## src/rtl/stall_ctrl_pkg.sv

```systemverilog
// Shared definitions for the pipeline stall controller: stall vectors, FSM encodings
// and register-address width. Pure declarations, no timing or flow control.
package stall_ctrl_pkg;

  localparam int RegAddrBus = 5;

  // Stall vector bit order: {WB, MEM, EX, ID, IF, PC}
  localparam logic [5:0] StallNone   = 6'b000000;
  localparam logic [5:0] StallFromId = 6'b000111;
  localparam logic [5:0] StallFromEx = 6'b001111;

  typedef enum logic [1:0] {
    IDLE  = 2'd0,
    MULTI = 2'd1,
    FLUSH = 2'd2
  } state_e;

  function automatic logic src_hit(
    input logic                  rd_en,
    input logic [RegAddrBus-1:0] rd_addr,
    input logic [RegAddrBus-1:0] wr_addr
  );
    return rd_en && (rd_addr == wr_addr);
  endfunction

endpackage

```

## src/rtl/stall_ctrl_multi_cycle_counter.sv

```systemverilog
// Down-counter tracking remaining cycles of an EX multi-cycle op; is_one is combinational.
// Single-cycle load/decrement, no flow control (clear beats load beats decrement).
module multi_cycle_counter
  import stall_ctrl_pkg::*;
#(
  parameter int CNT_W = 6
) (
  input  logic             clk,
  input  logic             rst,
  input  logic             clr,
  input  logic             load,
  input  logic [CNT_W-1:0] load_val,
  input  logic             dec,
  output logic             is_one
);

  logic [CNT_W-1:0] cnt;

  always_ff @(posedge clk or negedge rst) begin
    if (!rst) begin
      cnt <= '0;
    end else if (clr) begin
      cnt <= '0;
    end else if (load) begin
      cnt <= load_val;
    end else if (dec && (cnt != '0)) begin
      cnt <= cnt - CNT_W'(1);
    end
  end

  assign is_one = (cnt == CNT_W'(1));

endmodule

```

## src/rtl/stall_ctrl.sv

```systemverilog
// Pipeline stall/flush controller: stall_o is combinational from inputs and FSM state.
// No backpressure of its own; stall_o is the backpressure applied to the pipeline stages.
module stall_ctrl
  import stall_ctrl_pkg::*;
#(
  parameter int CNT_W  = 6,
  parameter int STAT_W = 16
) (
  input  logic                  clk,
  input  logic                  rst,
  input  logic                  id_reg1_read_i,
  input  logic                  id_reg2_read_i,
  input  logic [RegAddrBus-1:0] id_reg1_addr_i,
  input  logic [RegAddrBus-1:0] id_reg2_addr_i,
  input  logic                  ex_wreg_i,
  input  logic [RegAddrBus-1:0] ex_wd_i,
  input  logic                  ex_is_load_i,
  input  logic                  ex_multi_start_i,
  input  logic [CNT_W-1:0]      ex_multi_cycles_i,
  input  logic                  flush_req_i,
  output logic [5:0]            stall_o,
  output logic                  flush_o,
  output logic                  busy_o,
  output logic [STAT_W-1:0]     stall_cnt_o
);

  state_e      state_q, state_d;
  logic        load_use;
  logic        multi_go;
  logic        cnt_clr, cnt_load, cnt_dec, cnt_is_one;
  logic [5:0]  stall_raw;
  logic        flush_raw;

  assign load_use = ex_wreg_i && ex_is_load_i && (ex_wd_i != '0) &&
                    (src_hit(id_reg1_read_i, id_reg1_addr_i, ex_wd_i) ||
                     src_hit(id_reg2_read_i, id_reg2_addr_i, ex_wd_i));

  assign multi_go = ex_multi_start_i && (ex_multi_cycles_i != '0);

  always_ff @(posedge clk or negedge rst) begin
    if (!rst) begin
      state_q <= IDLE;
    end else begin
      state_q <= state_d;
    end
  end

  always_comb begin
    state_d   = state_q;
    stall_raw = StallNone;
    flush_raw = 1'b0;
    cnt_clr   = 1'b0;
    cnt_load  = 1'b0;
    cnt_dec   = 1'b0;
    unique case (state_q)
      IDLE: begin
        if (flush_req_i) begin
          state_d = FLUSH;
          cnt_clr = 1'b1;
        end else if (multi_go) begin
          stall_raw = StallFromEx;
          // The start cycle is the first stall cycle, so MULTI covers N-1 more.
          if (ex_multi_cycles_i > CNT_W'(1)) begin
            state_d  = MULTI;
            cnt_load = 1'b1;
          end
        end else if (load_use) begin
          stall_raw = StallFromId;
        end
      end
      MULTI: begin
        if (flush_req_i) begin
          state_d = FLUSH;
          cnt_clr = 1'b1;
        end else begin
          stall_raw = StallFromEx;
          cnt_dec   = 1'b1;
          if (cnt_is_one) begin
            state_d = IDLE;
          end
        end
      end
      FLUSH: begin
        flush_raw = 1'b1;
        if (flush_req_i) begin
          cnt_clr = 1'b1;
        end else begin
          state_d = IDLE;
        end
      end
      default: begin
        state_d = IDLE;
      end
    endcase
  end

  multi_cycle_counter #(
    .CNT_W(CNT_W)
  ) u_multi_cycle_counter (
    .clk     (clk),
    .rst     (rst),
    .clr     (cnt_clr),
    .load    (cnt_load),
    .load_val(ex_multi_cycles_i - CNT_W'(1)),
    .dec     (cnt_dec),
    .is_one  (cnt_is_one)
  );

  // Outputs are held quiet while reset is asserted, even with live hazard inputs.
  assign stall_o = rst ? stall_raw : StallNone;
  assign flush_o = rst && flush_raw;
  assign busy_o  = rst && (state_q != IDLE);

  always_ff @(posedge clk or negedge rst) begin
    if (!rst) begin
      stall_cnt_o <= '0;
    end else if (stall_o[0] && (stall_cnt_o != '1)) begin
      stall_cnt_o <= stall_cnt_o + STAT_W'(1);
    end
  end

endmodule
```

## config.mk

```make
export PLATFORM = sky130hd
export DESIGN_NAME = stall_ctrl
export DESIGN_NICKNAME = d
export VERILOG_FILES = /design/src/rtl/stall_ctrl_pkg.sv /design/src/rtl/stall_ctrl_multi_cycle_counter.sv /design/src/rtl/stall_ctrl.sv
export SDC_FILE = /design/constraint.sdc
export NUM_CORES = 1
export LEC_CHECK = 0
export CAP_MARGIN = 20
export CORE_ASPECT_RATIO = 0.75
export CORE_MARGIN = 2
export CORE_UTILIZATION = 32
export CTS_CLUSTER_DIAMETER = 100
export DETAILED_ROUTE_END_ITERATION = 6
export SLEW_MARGIN = 10
export SYNTH_ARGS = -nofsm -noshare
export SYNTH_HDL_FRONTEND = slang
export SYNTH_HIERARCHICAL = 1
export SYNTH_SLANG_ARGS = --single-unit
```

## constraint.sdc

```tcl
create_clock -name clk -period 1.85 [get_ports clk]
set_input_delay 0.185 -clock clk [delete_from_list [all_inputs] [get_ports clk]]
set_output_delay 0.185 -clock clk [all_outputs]
set_load 0.01 [all_outputs]
```

Word level (Yosys, flattened, before mapping)
Index checks and enable logic that the tools add are counted.
{"block": "totals", "register_bits": 24, "inputBits": 29, "out_inout_bits": 24, "elab_cells": 61}
{"block": "classes", "n_addsub": 3, "magnitude_cmp": 1, "eq_ne": 10, "n_mux": 25, "n_reduce_logical": 19}
{"op": "$mux W6", "count": 4}
{"op": "$add A16 B1 Y16 const B", "count": 1}
{"op": "$ne A16 B16 Y1 const B", "count": 1}
{"op": "$mux W2", "count": 6}
{"op": "$mux W4", "count": 3}
{"op": "$reduce_bool A6 Y1", "count": 2}
{"op": "$sub A6 B1 Y6 const B", "count": 2}
{"op": "$eq A5 B5 Y1", "count": 2}
{"op": "$logic_and A1 B1 Y1", "count": 10}
{"op": "$mux W1", "count": 9}
{"op": "$ne A3 B3 Y1 const B", "count": 3}
{"op": "$pmux W4 S2", "count": 1}
{"op": "$eq A6 B1 Y1 const B", "count": 1}
{"op": "$gt A6 B1 Y1 const B", "count": 1}
{"op": "$pmux W2 S3", "count": 1}
{"op": "$reduce_bool A5 Y1", "count": 1}
{"op": "$reduce_and A4 Y1", "count": 1}
{"op": "$mux W3", "count": 1}
{"op": "$reduce_bool A3 Y1", "count": 1}
{"op": "$reduce_or A3 Y1", "count": 1}
{"op": "$eq A2 B1 Y1 const B", "count": 1}
{"op": "$eq A2 B2 Y1 const B", "count": 1}
{"op": "$logic_not A2 Y1", "count": 1}
{"op": "$ne A2 B2 Y1 const B", "count": 1}
{"op": "other kinds (2)", "count": 2}

Depth between registers and ports, before layout
{"block": "depth", "word_depth": 10, "ltp_mapped": 9}

Cells and area by module
The synthesis kept the hierarchy.
{"mod": "stall_ctrl", "instances": 1, "cells_per_inst": 129, "area_each_um2": 1227.4}
{"mod": "multi_cycle_counter", "instances": 1, "cells_per_inst": 51, "area_each_um2": 491.7}

Least setup slack after synthesis
Ideal clock, no wire load.
{"block": "synth_path", "path_kind": "reg2reg", "from": "reg stall_cnt_o[0]", "to": "reg stall_cnt_o[1]", "setup_ns": 0.125, "arrival_time_ns": 1.985, "t_required_ns": 1.725, "setup_slack_ns": -0.260, "path_stages_with_launch": 9, "n_path_buf": 1, "period_less_slack_ns": 2.110, "cell_sequence": "dfrtp_1 ha_1 and3_1 nand3_1 nor2_1 nand4_2 and2_4 buf_6 mux2_4"}
{"block": "synth_between", "elab_chain_cells": 2, "word_cells_on_any_way": 3, "classes_between": "add/sub: 1; eq/ne: 1; reduce/logical: 1"}
{"item": "start: declaration", "line_no": "stall_ctrl.sv:24", "rtl": "output logic [STAT_W-1:0] stall_cnt_o"}
{"item": "start signal: assignment", "line_no": "stall_ctrl.sv:118", "rtl": "stall_cnt_o <= stall_cnt_o + STAT_W'(1);"}
{"item": "parallel branches: the longest is 2 deep, another holds $add A16 B1 Y16"}
Several ways; the timed one is not identified.
A chain may end at the register's enable or synchronous reset.

Final worst setup path
{"block": "layout_path", "from": "in ex_multi_cycles_i[4]", "to": "reg stall_cnt_o[1]"}
{"block": "layout_between", "elab_chain_cells": 7}
{"item": "start: declaration", "line_no": "stall_ctrl.sv:19", "rtl": "input logic [CNT_W-1:0] ex_multi_cycles_i,"}
{"item": "$reduce_bool A6 Y1", "line_no": "stall_ctrl.sv:38", "rtl": "assign multi_go = ex_multi_start_i && (ex_multi_cycles_i != '0);"}
{"item": "$logic_and A1 B1 Y1", "line_no": "stall_ctrl.sv:38"}
{"item": "$mux W4", "line_no": "stall_ctrl.sv:60", "rtl": "end else if (multi_go) begin"}
{"item": "$mux W4", "line_no": "stall_ctrl.sv:57", "rtl": "if (flush_req_i) begin"}
{"item": "$pmux W4 S2", "line_no": "stall_ctrl.sv:55", "rtl": "unique case (state_q)"}
{"item": "$mux W6", "line_no": "stall_ctrl.sv:110", "rtl": "assign stall_o = rst ? stall_raw : StallNone;"}
{"item": "$logic_and A1 B1 Y1", "line_no": "stall_ctrl.sv:117", "rtl": "end else if (stall_o[0] && (stall_cnt_o != '1)) begin"}
No other way between the ends.

==> results_dict.tcl <==
set metrics [dict create \
    die_w_um 88.6 \
    setup_viol 0 \
    status "finished, final reports clean" \
    yosys_register_bits 24 \
    nNetsFinal 303 \
    grt_usage_pct 16.0 \
    synth_warnings 6 \
    cts-buffers-inserted 3 \
    syn_avg_cell_area_um2 9.55 \
    drt-pass1-iter-count 4 \
    syn_inst 180 \
    hold_viol 0 \
    antenna_found_initial 0 \
    synth_largest_area_cell "dfrtp_1" \
    viasPerCell 4.67 \
    clk_latency_ps 270 \
    cts_tree "done" \
    ir_drop_mv 0.373 \
    wl_um 4330 \
    antennaDiodeCount 0 \
    synth_area_leaders "dfrtp_1 (35%), xnor2_1 (9.7%), ha_1 (5.1%)" \
    io_pins 53 \
    yosysUniqueCellTypes 57 \
    row_count 23 \
    synthFlopType "dfrtp_1" \
    min_path_type "in -> async" \
    worst_slack_ps 82.5 \
    dieArea_um2 5980 \
    ys_seq_area_share_pct 34.9 \
    internal_power_w 0.00121 \
    root_buffer "clkbuf_8" \
    start_util_pct 32.6 \
    post-dp-hpwl_um 3380 \
    holdBufCountCts 0 \
    highest_layer "met4" \
    drt_iter0_markers 63 \
    pwr-share-comb_pct 34.7 \
    fin_crit_ps 1770 \
    grt_pass1_vias 1568 \
    p_seq_share_pct 38.1 \
    fmax_mhz 566 \
    power_switching_w 0.000503 \
    worstSetupPathType "in -> reg" \
    clockPowerShare_pct 27.2 \
    numClockSinks 24 \
    htreeDepth 1 \
    drc 0 \
    cts_buffer_depth 2 \
    crit_path_max_fanout 5 \
    synth.top_cell.area_share_pct 34.9 \
    worstPathArrival_ps 1930 \
    grt_pass1_wl_um 7460 \
    syn-cell-area_um2 1720 \
    wl_met3_um 150 \
    crit_path_end_kind "flop" \
    gp_congestion 0.798 \
    vias 1594 \
    met2WireLength_um 1830 \
    antenna_left 0 \
    clk_pin_slew_ps 90 \
    grt-ovfl-total 0 \
    power_density_nw_per_um2 635 \
    hold_slack_ps 438 \
    drive_gt1_share_pct 27.4 \
    wl_met1_um 2330 \
    period_share_pct 95.5 \
    slew_viol_final 0 \
    drt-wirelength-per-cell_um 12.7 \
    synth-edff-count 0 \
    area_growth_pct 57.3 \
    critPathRequiredTime_ps 2010 \
    max_cap_violations 0 \
    io_buffers 50 \
    start_kind "input port" \
    grt_max_degree 25 \
    die_y_um 67.5 \
    fin_tns_setup_ps 0 \
    async_flop_share_pct 100 \
    core_area_um2 5270 \
    p_leak_nw 1.20 \
    rsz0062_at_grt "no" \
    netSwitchingFraction_pct 29.3 \
    fin_skew_ps 4.61 \
    pre_cts_slack_ps -572 \
]
==> flip-flops by register name, summed over array words and instances (netlist names) <==
signal	flops
stall_cnt_o	16
state_q	2
u_multi_cycle_counter/cnt	6
==> final timing paths <==
check / slack [ps] / end / cells after the start / from
hold / removal: 440 / u_multi_cycle_counter/cnt[1]$_DFFE_PN0P_ / 3 / rst
min in group clk: 500 / stall_cnt_o[8]$_DFFE_PN0P_ / 1 / stall_cnt_o[8]$_DFFE_PN0P_
hold reg to reg: 500 / stall_cnt_o[8]$_DFFE_PN0P_ / 1 / stall_cnt_o[8]$_DFFE_PN0P_
max in group asynchronous: 1160 / stall_cnt_o[3]$_DFFE_PN0P_ / 3 / rst
setup reg to reg: 90 / u_multi_cycle_counter/cnt[5]$_DFFE_PN0P_ / 5 / state_q[1]$_DFFE_PN0P_
setup / recovery: 80 / stall_cnt_o[1]$_DFFE_PN0P_ / 8 / ex_multi_cycles_i[4]
==> power groups by stage <==
stage	clock network [W]	logic [W]	registers, W
after global placement	0	0.000582	0.000664
final	0.000467	0.000595	0.000654
after CTS	0.000489	0.000594	0.000654
after global routing	0.000507	0.000660	0.000665
after floorplan	0	0.000247	0.000682
after detailed placement	0	0.000587	0.000664
==> cell usage in the layout, fill, tap and decap left out, drive strengths merged, types with 3 or more instances in the layout <==
master	instances
nor2	11
nand4	10
a21boi	3
buf	42
and2	3
nand3b	3
ha	7
nor3	4
inv	9
dfrtp	24
clkdlybuf4s50	33
xor2	4
dlygate4sd2	10
and3	5
nand2	9
nor4	3
nand3	5
a31oi	5
a21oi	9
xnor2	19
clkbuf	5
==> metal layers <==
metal / vias to the layer above / global-route usage, %
met5: - / 0
met4: 0 / 2.27
met3: 2 / 3.18
met2: 22 / 25.1
met1: 750 / 23.3
li1: 820 / -
==> worst max-delay path, stage by stage <==
cell and delay [ps]:
clkdlybuf4s15_1 210, nor4_4 310, a21boi_1 110, o211a_1 250, a41o_4 280, buf_6 130, and2_4 160, mux2_4 290
==> timing repair <==
item / in CTS / in global routing
resized for setup: 29 / 11
gates cloned: 1 / 0
setup buffers: 1 / 4
pin swaps: 8 / 13
endpoints found under the setup margin: 25 / 15
==> cell usage after synthesis (2+ instances only) <==
| master | number |
|---|---|
| dfrtp_1 | 24 |
| xnor2_1 | 19 |
| nor2_1 | 11 |
| a21oi_1 | 9 |
| inv_1 | 9 |
| nand2_1 | 9 |
| nand4_1 | 9 |
| ha_1 | 7 |
| a31oi_1 | 5 |
| and3_1 | 5 |
| nand3_1 | 5 |
| buf_4 | 4 |
| clkbuf_1 | 4 |
| xor2_1 | 4 |
| nand3b_1 | 3 |
| nor3_1 | 3 |
| a21boi_0 | 2 |
| a41oi_1 | 2 |
| and2_1 | 2 |
| and3b_1 | 2 |
| buf_6 | 2 |
| nor2b_1 | 2 |
| nor4_1 | 2 |
| o21a_1 | 2 |
| o21ai_0 | 2 |
==> metrics by stage <==
stage	total power, W	instances	utilization [%]	instance area (µm²)
after floorplan	0.000929	181	-	1760
after global placement	0.00125	331	48.4	2550
after detailed placement	0.00125	331	48.4	2550
after CTS	0.00174	337	50.6	2660
after global routing	0.00183	341	51.3	2700
final	0.00172	341	51.3	2700
==> layout make-up <==
cell class	instances	area (µm²)
multi-input cells	138	1120
repair buffers	91	787
fillers	518	2560
inverters	9	33.8
flip-flops and latches	24	601
well taps	75	93.8
clock buffers	3	41.3
clock inverters	1	30.0
==> logic make-up after synthesis <==
family          share of synthesized area, %
mux                                     1.53
fa+ha+maj                               5.09
flops                                   34.9
compound gates                          15.4
simple gates                            25.3
other cells                            0.218
buf+inv                                 5.89
xor+xnor                                11.7
No activity file was read; power rests on OpenSTA's default activity.
